==> config.mk <==
export PLATFORM = sky130hd
export DESIGN_NAME = fmul_operand_stage_flat
export DESIGN_NICKNAME = d
export VERILOG_FILES = /design/src/rtl/fmul_pkg.sv /design/src/rtl/fmul_operand_stage_if.sv /design/src/rtl/fp_classify.sv /design/src/rtl/fmul_operand_stage.sv /design/src/flat_wrapper.sv
export SDC_FILE = /design/constraint.sdc
export NUM_CORES = 1
export LEC_CHECK = 0
export CORE_MARGIN = 10
export CORE_UTILIZATION = 53
export DETAILED_ROUTE_END_ITERATION = 10
export PLACE_DENSITY = 0.9
export SYNTH_ARGS = -nofsm -noshare
export SYNTH_HDL_FRONTEND = slang
export SYNTH_SLANG_ARGS = --single-unit
==> constraint.sdc <==
create_clock -name clk_i -period 19.3 [get_ports clk_i]
set_input_delay 1.93 -clock clk_i [delete_from_list [all_inputs] [get_ports clk_i]]
set_output_delay 1.93 -clock clk_i [all_outputs]
set_load 0.05 [all_outputs]
==> src/rtl/fmul_pkg.sv <==
// fmul_pkg: shared double-precision format constants and operand class encoding
package fmul_pkg;
    localparam int DATA_WIDTH = 64;
    localparam int EXP = 11;
    localparam int MANT = 52;
    localparam int BIAS = 1023;
    typedef enum logic [2:0] {
        CLS_ZERO = 3'd0,
        CLS_SUB  = 3'd1,
        CLS_NORM = 3'd2,
        CLS_INF  = 3'd3,
        CLS_QNAN = 3'd4,
        CLS_SNAN = 3'd5
    } cls_e;
    localparam logic [DATA_WIDTH-1:0] CANON_NAN = 64'h7FF8_0000_0000_0000;
    function automatic logic is_nan(input cls_e c);
        return (c == CLS_QNAN) || (c == CLS_SNAN);
    endfunction
    // Subnormals are flushed, so they act as zero when selecting results
    function automatic logic is_zero(input cls_e c);
        return (c == CLS_ZERO) || (c == CLS_SUB);
    endfunction
endpackage

==> src/rtl/fmul_operand_stage_if.sv <==
// fmul_operand_stage_if: operand handshake in, staged operands and flags out
interface fmul_operand_stage_if #(parameter int DATA_WIDTH = 64);
    logic                  in_valid_i;
    logic                  in_ready_o;
    logic [DATA_WIDTH-1:0] a_i;
    logic [DATA_WIDTH-1:0] b_i;
    logic                  out_valid_o;
    logic                  out_ready_i;
    logic [DATA_WIDTH-1:0] a_o;
    logic [DATA_WIDTH-1:0] b_o;
    logic [2:0]            cls_a_o;
    logic [2:0]            cls_b_o;
    logic                  special_o;
    logic [DATA_WIDTH-1:0] special_res_o;
    logic                  invalid_o;
    modport master (
        output in_valid_i, a_i, b_i, out_ready_i,
        input  in_ready_o, out_valid_o, a_o, b_o, cls_a_o, cls_b_o,
               special_o, special_res_o, invalid_o
    );
    modport slave (
        input  in_valid_i, a_i, b_i, out_ready_i,
        output in_ready_o, out_valid_o, a_o, b_o, cls_a_o, cls_b_o,
               special_o, special_res_o, invalid_o
    );
endinterface

==> src/rtl/fp_classify.sv <==
// fp_classify: combinational IEEE-754 operand classifier
module fp_classify
    import fmul_pkg::*;
#(
    parameter int EXP  = fmul_pkg::EXP,
    parameter int MANT = fmul_pkg::MANT
) (
    input  logic [EXP+MANT:0] x,
    output cls_e              cls
);
    logic [EXP-1:0]  exp_f;
    logic [MANT-1:0] mant_f;
    assign exp_f  = x[EXP+MANT-1:MANT];
    assign mant_f = x[MANT-1:0];
    always_comb begin
        cls = (exp_f == '0) ? ((mant_f == '0) ? CLS_ZERO : CLS_SUB) :
              (&exp_f)      ? ((mant_f == '0) ? CLS_INF :
                               mant_f[MANT-1] ? CLS_QNAN : CLS_SNAN) :
                              CLS_NORM;
    end
endmodule

==> src/rtl/fmul_operand_stage.sv <==
// fmul_operand_stage: classifies operand pairs, precomputes special results, skid-buffered
module fmul_operand_stage
    import fmul_pkg::*;
#(
    parameter int DATA_WIDTH = fmul_pkg::DATA_WIDTH,
    parameter int EXP        = fmul_pkg::EXP,
    parameter int MANT       = fmul_pkg::MANT
) (
    input logic                 clk_i,
    input logic                 rst_i,
    fmul_operand_stage_if.slave bus
);
    typedef struct packed {
        logic [DATA_WIDTH-1:0] a;
        logic [DATA_WIDTH-1:0] b;
        logic [DATA_WIDTH-1:0] res;
        cls_e                  cls_a;
        cls_e                  cls_b;
        logic                  special;
        logic                  invalid;
    } stage_t;
    cls_e   cls_a, cls_b;
    logic   sgn, any_nan, any_inf, any_zero, any_snan;
    stage_t in_d, main_q, main_d, skid_q, skid_d;
    logic   main_v, main_vd, skid_v, skid_vd, ready_q, accept;
    fp_classify #(.EXP(EXP), .MANT(MANT)) u_cls_a (.x(bus.a_i), .cls(cls_a));
    fp_classify #(.EXP(EXP), .MANT(MANT)) u_cls_b (.x(bus.b_i), .cls(cls_b));
    assign sgn      = bus.a_i[DATA_WIDTH-1] ^ bus.b_i[DATA_WIDTH-1];
    assign any_nan  = is_nan(cls_a) || is_nan(cls_b);
    assign any_inf  = (cls_a == CLS_INF) || (cls_b == CLS_INF);
    assign any_zero = is_zero(cls_a) || is_zero(cls_b);
    assign any_snan = (cls_a == CLS_SNAN) || (cls_b == CLS_SNAN);
    always_comb begin
        in_d.a       = bus.a_i;
        in_d.b       = bus.b_i;
        in_d.cls_a   = cls_a;
        in_d.cls_b   = cls_b;
        in_d.special = (cls_a != CLS_NORM) || (cls_b != CLS_NORM);
        in_d.invalid = any_snan || (any_inf && any_zero);
        in_d.res     = (any_nan || (any_inf && any_zero)) ? CANON_NAN :
                       any_inf  ? {sgn, {EXP{1'b1}}, {MANT{1'b0}}} :
                       any_zero ? {sgn, {(DATA_WIDTH-1){1'b0}}} :
                                  '0;
    end
    // in_ready is !skid_v registered, so an accept never coincides with a full skid
    assign accept = bus.in_valid_i && ready_q;
    always_comb begin
        main_d  = main_q;
        main_vd = main_v;
        skid_d  = skid_q;
        skid_vd = skid_v;
        if (!main_v || bus.out_ready_i) begin
            if (skid_v) begin
                main_d  = skid_q;
                main_vd = 1'b1;
                skid_vd = 1'b0;
            end else if (accept) begin
                main_d  = in_d;
                main_vd = 1'b1;
            end else begin
                main_vd = 1'b0;
            end
        end else if (accept) begin
            skid_d  = in_d;
            skid_vd = 1'b1;
        end
    end
    always_ff @(posedge clk_i or posedge rst_i) begin
        if (rst_i) begin
            main_q  <= '0;
            skid_q  <= '0;
            main_v  <= 1'b0;
            skid_v  <= 1'b0;
            ready_q <= 1'b1;
        end else begin
            main_q  <= main_d;
            skid_q  <= skid_d;
            main_v  <= main_vd;
            skid_v  <= skid_vd;
            ready_q <= !skid_vd;
        end
    end
    assign bus.in_ready_o    = ready_q;
    assign bus.out_valid_o   = main_v;
    assign bus.a_o           = main_q.a;
    assign bus.b_o           = main_q.b;
    assign bus.cls_a_o       = main_q.cls_a;
    assign bus.cls_b_o       = main_q.cls_b;
    assign bus.special_o     = main_q.special;
    assign bus.special_res_o = main_q.res;
    assign bus.invalid_o     = main_q.invalid;
endmodule

==> src/flat_wrapper.sv <==
// flat-port wrapper written by rule: the top's interface ports become plain ports
module fmul_operand_stage_flat import fmul_pkg::*;
#(
    parameter int DATA_WIDTH = fmul_pkg::DATA_WIDTH,
    parameter int EXP        = fmul_pkg::EXP,
    parameter int MANT       = fmul_pkg::MANT
)
  (clk_i, rst_i, bus_in_valid_i, bus_a_i, bus_b_i, bus_out_ready_i, bus_in_ready_o, bus_out_valid_o, bus_a_o, bus_b_o, bus_cls_a_o, bus_cls_b_o, bus_special_o, bus_special_res_o, bus_invalid_o);
  fmul_operand_stage_if #(.DATA_WIDTH(DATA_WIDTH)) bus_i ();
  input logic clk_i;
  input logic rst_i;
  input wire logic [$bits(bus_i.in_valid_i)-1:0] bus_in_valid_i;
  input wire logic [$bits(bus_i.a_i)-1:0] bus_a_i;
  input wire logic [$bits(bus_i.b_i)-1:0] bus_b_i;
  input wire logic [$bits(bus_i.out_ready_i)-1:0] bus_out_ready_i;
  output wire logic [$bits(bus_i.in_ready_o)-1:0] bus_in_ready_o;
  output wire logic [$bits(bus_i.out_valid_o)-1:0] bus_out_valid_o;
  output wire logic [$bits(bus_i.a_o)-1:0] bus_a_o;
  output wire logic [$bits(bus_i.b_o)-1:0] bus_b_o;
  output wire logic [$bits(bus_i.cls_a_o)-1:0] bus_cls_a_o;
  output wire logic [$bits(bus_i.cls_b_o)-1:0] bus_cls_b_o;
  output wire logic [$bits(bus_i.special_o)-1:0] bus_special_o;
  output wire logic [$bits(bus_i.special_res_o)-1:0] bus_special_res_o;
  output wire logic [$bits(bus_i.invalid_o)-1:0] bus_invalid_o;
  assign bus_i.in_valid_i = bus_in_valid_i;
  assign bus_i.a_i = bus_a_i;
  assign bus_i.b_i = bus_b_i;
  assign bus_i.out_ready_i = bus_out_ready_i;
  assign bus_in_ready_o = bus_i.in_ready_o;
  assign bus_out_valid_o = bus_i.out_valid_o;
  assign bus_a_o = bus_i.a_o;
  assign bus_b_o = bus_i.b_o;
  assign bus_cls_a_o = bus_i.cls_a_o;
  assign bus_cls_b_o = bus_i.cls_b_o;
  assign bus_special_o = bus_i.special_o;
  assign bus_special_res_o = bus_i.special_res_o;
  assign bus_invalid_o = bus_i.invalid_o;
  fmul_operand_stage #(.DATA_WIDTH(DATA_WIDTH), .EXP(EXP), .MANT(MANT)) u_core (.clk_i(clk_i), .rst_i(rst_i), .bus(bus_i));
endmodule
==> impl_metrics.py <==
metrics = {
    "yosys": {
        "synthDistinctLibCells": 44,
        "synth_edf_count": 0,
        "yosysTopAreaCellShare_pct": 56.1,
        "seq_area_frac_synth_pct": 56.4,
        "syn-cell-area_mm2": 0.0125,
        "synth_seq_cells": 281,
        "syn_inst": 1064,
        "avgSynthCellArea_um2": 11.7,
        "ys_async_sr_fraction_pct": 100,
        "synth_top_cell_by_area": "dfrtp_1",
        "netlist_top_cells_area": "dfrtp_1 (56%), mux2_2 (12%), mux2i_1 (10%)",
        "yosysWarnings": 0,
        "synth-main-ff-cell": "dfrtp_1",
    },
    "layout": {
        "antennaDiodeCount": 0,
        "drive_gt1_share_pct": 14.6,
        "final_cells": 1649,
        "layout_commonest_cell": "clkdlybuf4s50_1",
        "finalNetCount": 1442,
        "mostFrequentLayoutCells": "clkdlybuf4s50_1 (282), dfrtp_1 (279), nand2_1 (153), o21ai_0 (141), mux2_2 (129)",
        "area_growth_pct": 29.6,
    },
    "flow_run": {
        "cap_viol_max_count": 0,
    },
    "worst_setup_path": {
        "cp_common_cell": "buf_4",
        "worstPathArrival_ps": 5000,
        "cp_max_fo": 126,
        "crit_type": "in -> async",
        "crit_chain": "clkdlybuf4s50_1 > inv_8 > buf_4 > buf_4",
        "endpoint_kind": "asynchronous set/reset pin",
        "worstSetupStartpointType": "input port",
        "critPathSlowestCell": "buf_4",
        "cp_slowest_stage_delay_ps": 950,
        "critPathRequiredTime_ps": 19850,
    },
    "power_and_ir_drop": {
        "p_per_area_mw_per_mm2": 132,
        "ir_drop_mv": 0.0822,
        "p_leak_nw": 6.82,
    },
    "global_route": {
        "grt_first_pass_wirelength_mm": 52.2,
        "gr-total-overflow": 0,
        "first_global_vias": 9578,
        "grtUsageTotal_pct": 21.2,
        "grt_start_max_net_pins": 129,
        "antenna_found_initial": 0,
    },
    "floorplan": {
        "die_w_um": 173,
        "core_area_mm2": 0.0233,
        "io_pins": 334,
        "die_y_um": 173,
        "rows": 56,
        "dieArea_mm2": 0.0301,
        "initial_core_util_pct": 53.5,
    },
    "placement": {
        "portBuffers": 282,
        "globalplace.congestion": 0.821,
        "place_inst": 1599,
        "dpl.hpwl_mm": 23.6,
    },
    "sta": {
        "max_freq_mhz": 224,
        "tightestPinTransition_ps": 1130,
        "timing.final.crit_share_pct": 23.1,
        "finalSetupTns_ps": 0,
        "whs_ps": 479,
        "final_hold_viol_count": 0,
        "slew_headroom_pct": 24.8,
        "setup_viol": 0,
        "rsz0062_at_grt": "no",
        "finalMaxSlewViolations": 0,
        "fin_skew_ps": 8.71,
        "fin_crit_ps": 4450,
    },
    "routing": {
        "via_per_inst": 5.46,
        "ant_nets": 0,
        "drc": 0,
        "num_vias": 9002,
        "routedWlPerCell_um": 20.2,
        "firstDrtPassIters": 6,
        "initialDrtViolationCount": 685,
        "routed_wl_mm": 33.4,
    },
    "clocking": {
        "htreeDepth": 1,
        "cts_num_sinks": 281,
        "numCtsBuffers": 28,
        "clkTransAtPathRegs_ps": 60,
        "hold_buffers": 0,
        "clk_latency_ps": 530,
        "root_buffer": "clkbuf_16",
        "cts_tree": "done",
        "cts_resized": 0,
        "cts_setup_buffers": 0,
        "cts_buffer_depth": 3,
    },
    "min_path": {
        "hold_class": "reg -> reg",
    },
    "outcome": {
        "outcome": "completed",
    },
}
cell type report:
cell class | instances | area [um2]
Sequential cell | 281 | 7040
Clock inverter | 6 | 80.1
Clock buffer | 44 | 872
Timing Repair Buffer | 289 | 2880
Multi-Input combinational cell | 707 | 4890
Inverter | 3 | 18.8
Tap cell | 319 | 399
Fill cell | 1646 | 7160
logic make-up (layout without fill, tap and decap cells):
group / Yosys count / in the layout / share of synthesized area (%)
mux: 258 / 258 / 22.0
other cells: 1 / 51 / 0.0300
xor+xnor: 1 / 1 / 0.0702
buf+inv: 126 / 342 / 6.11
flops: 281 / 281 / 56.4
simple gates: 227 / 227 / 8.28
compound gates: 170 / 170 / 7.14
worst max-delay path: cells and delay by family:
| family | cells | cell delay (ps) |
|---|---|---|
| buf+inv | 4 | 2840 |
metal layers:
layer / global-route usage (%) / up-vias / part of all wire [%]
met5: 0 / - / 0
met4: 5.35 / 0 / 2.1
met3: 7.36 / 48 / 9.5
met2: 36.1 / 358 / 49
met1: 25.0 / 4471 / 39
li1: - / 4125 / -
sequential cells by signal, indices dropped and copies added, names as in the netlist:
name and cells:
u_core.bus.a_o 64, u_core.bus.b_o 64, u_core.bus.cls_a_o 3, u_core.bus.cls_b_o 3, u_core.bus.in_ready_o 1, u_core.bus.invalid_o 1
u_core.bus.out_valid_o 1, u_core.bus.special_o 1, u_core.bus.special_res_o 3, u_core.skid_q 139, u_core.skid_v 1
through the flow:
step | power (mW) | cell area, um2 | worst slack [ps] | utilization [%]
4_1_cts | 2.15 | 16200 | 14750 | 69.3
3_5_place_dp | 1.59 | 15200 | 14190 | 65.2
6_report | 2.14 | 16200 | 14850 | 69.3
5_1_grt | 2.23 | 16200 | 14440 | 69.3
3_3_place_gp | 1.57 | 15200 | 14220 | 65.2
2_1_floorplan | 1.33 | 12700 | 9620 | -
worst paths after layout:
check                           slack (ps)                    from  depth (start not counted)            endpoint
worst max register to register       16410  u_core.bus.out_valid_o                          4  u_core.skid_q[118]
max in group clk_i                   14940         bus_out_ready_i                          5  u_core.skid_q[118]
worst max-delay path                 14850                   rst_i                          4  u_core.skid_q[143]
min in group asynchronous             1930                   rst_i                          2   u_core.bus.b_o[2]
worst min-delay path                   480       u_core.skid_q[71]                          2   u_core.skid_q[71]
worst min register to register         480       u_core.skid_q[71]                          2   u_core.skid_q[71]
cells in the mapped netlist, types with 2 or more instances:
cell and instances:
a21oi_1 12, and3_1 5, and4_1 3, buf_1 5
buf_2 26, buf_4 61, clkbuf_1 28, clkbuf_8 2
dfrtp_1 280, inv_1 3, mux2_2 129, mux2i_1 128
nand2_1 154, nand2b_1 3, nand3_1 4, nand4_1 7
nor2_1 10, nor3_1 4, nor4_1 28, nor4_2 2
o211ai_1 2, o21a_1 2, o21ai_0 141, o21ai_1 3
o31ai_1 3
where the power goes:
group          internal [mW]  switching, mW  total, mW
Clock                  0.334          0.219      0.553
Combinational          0.267          0.478      0.746
Sequential             0.746         0.0952      0.841
Power figures use the tool's default switching activity.
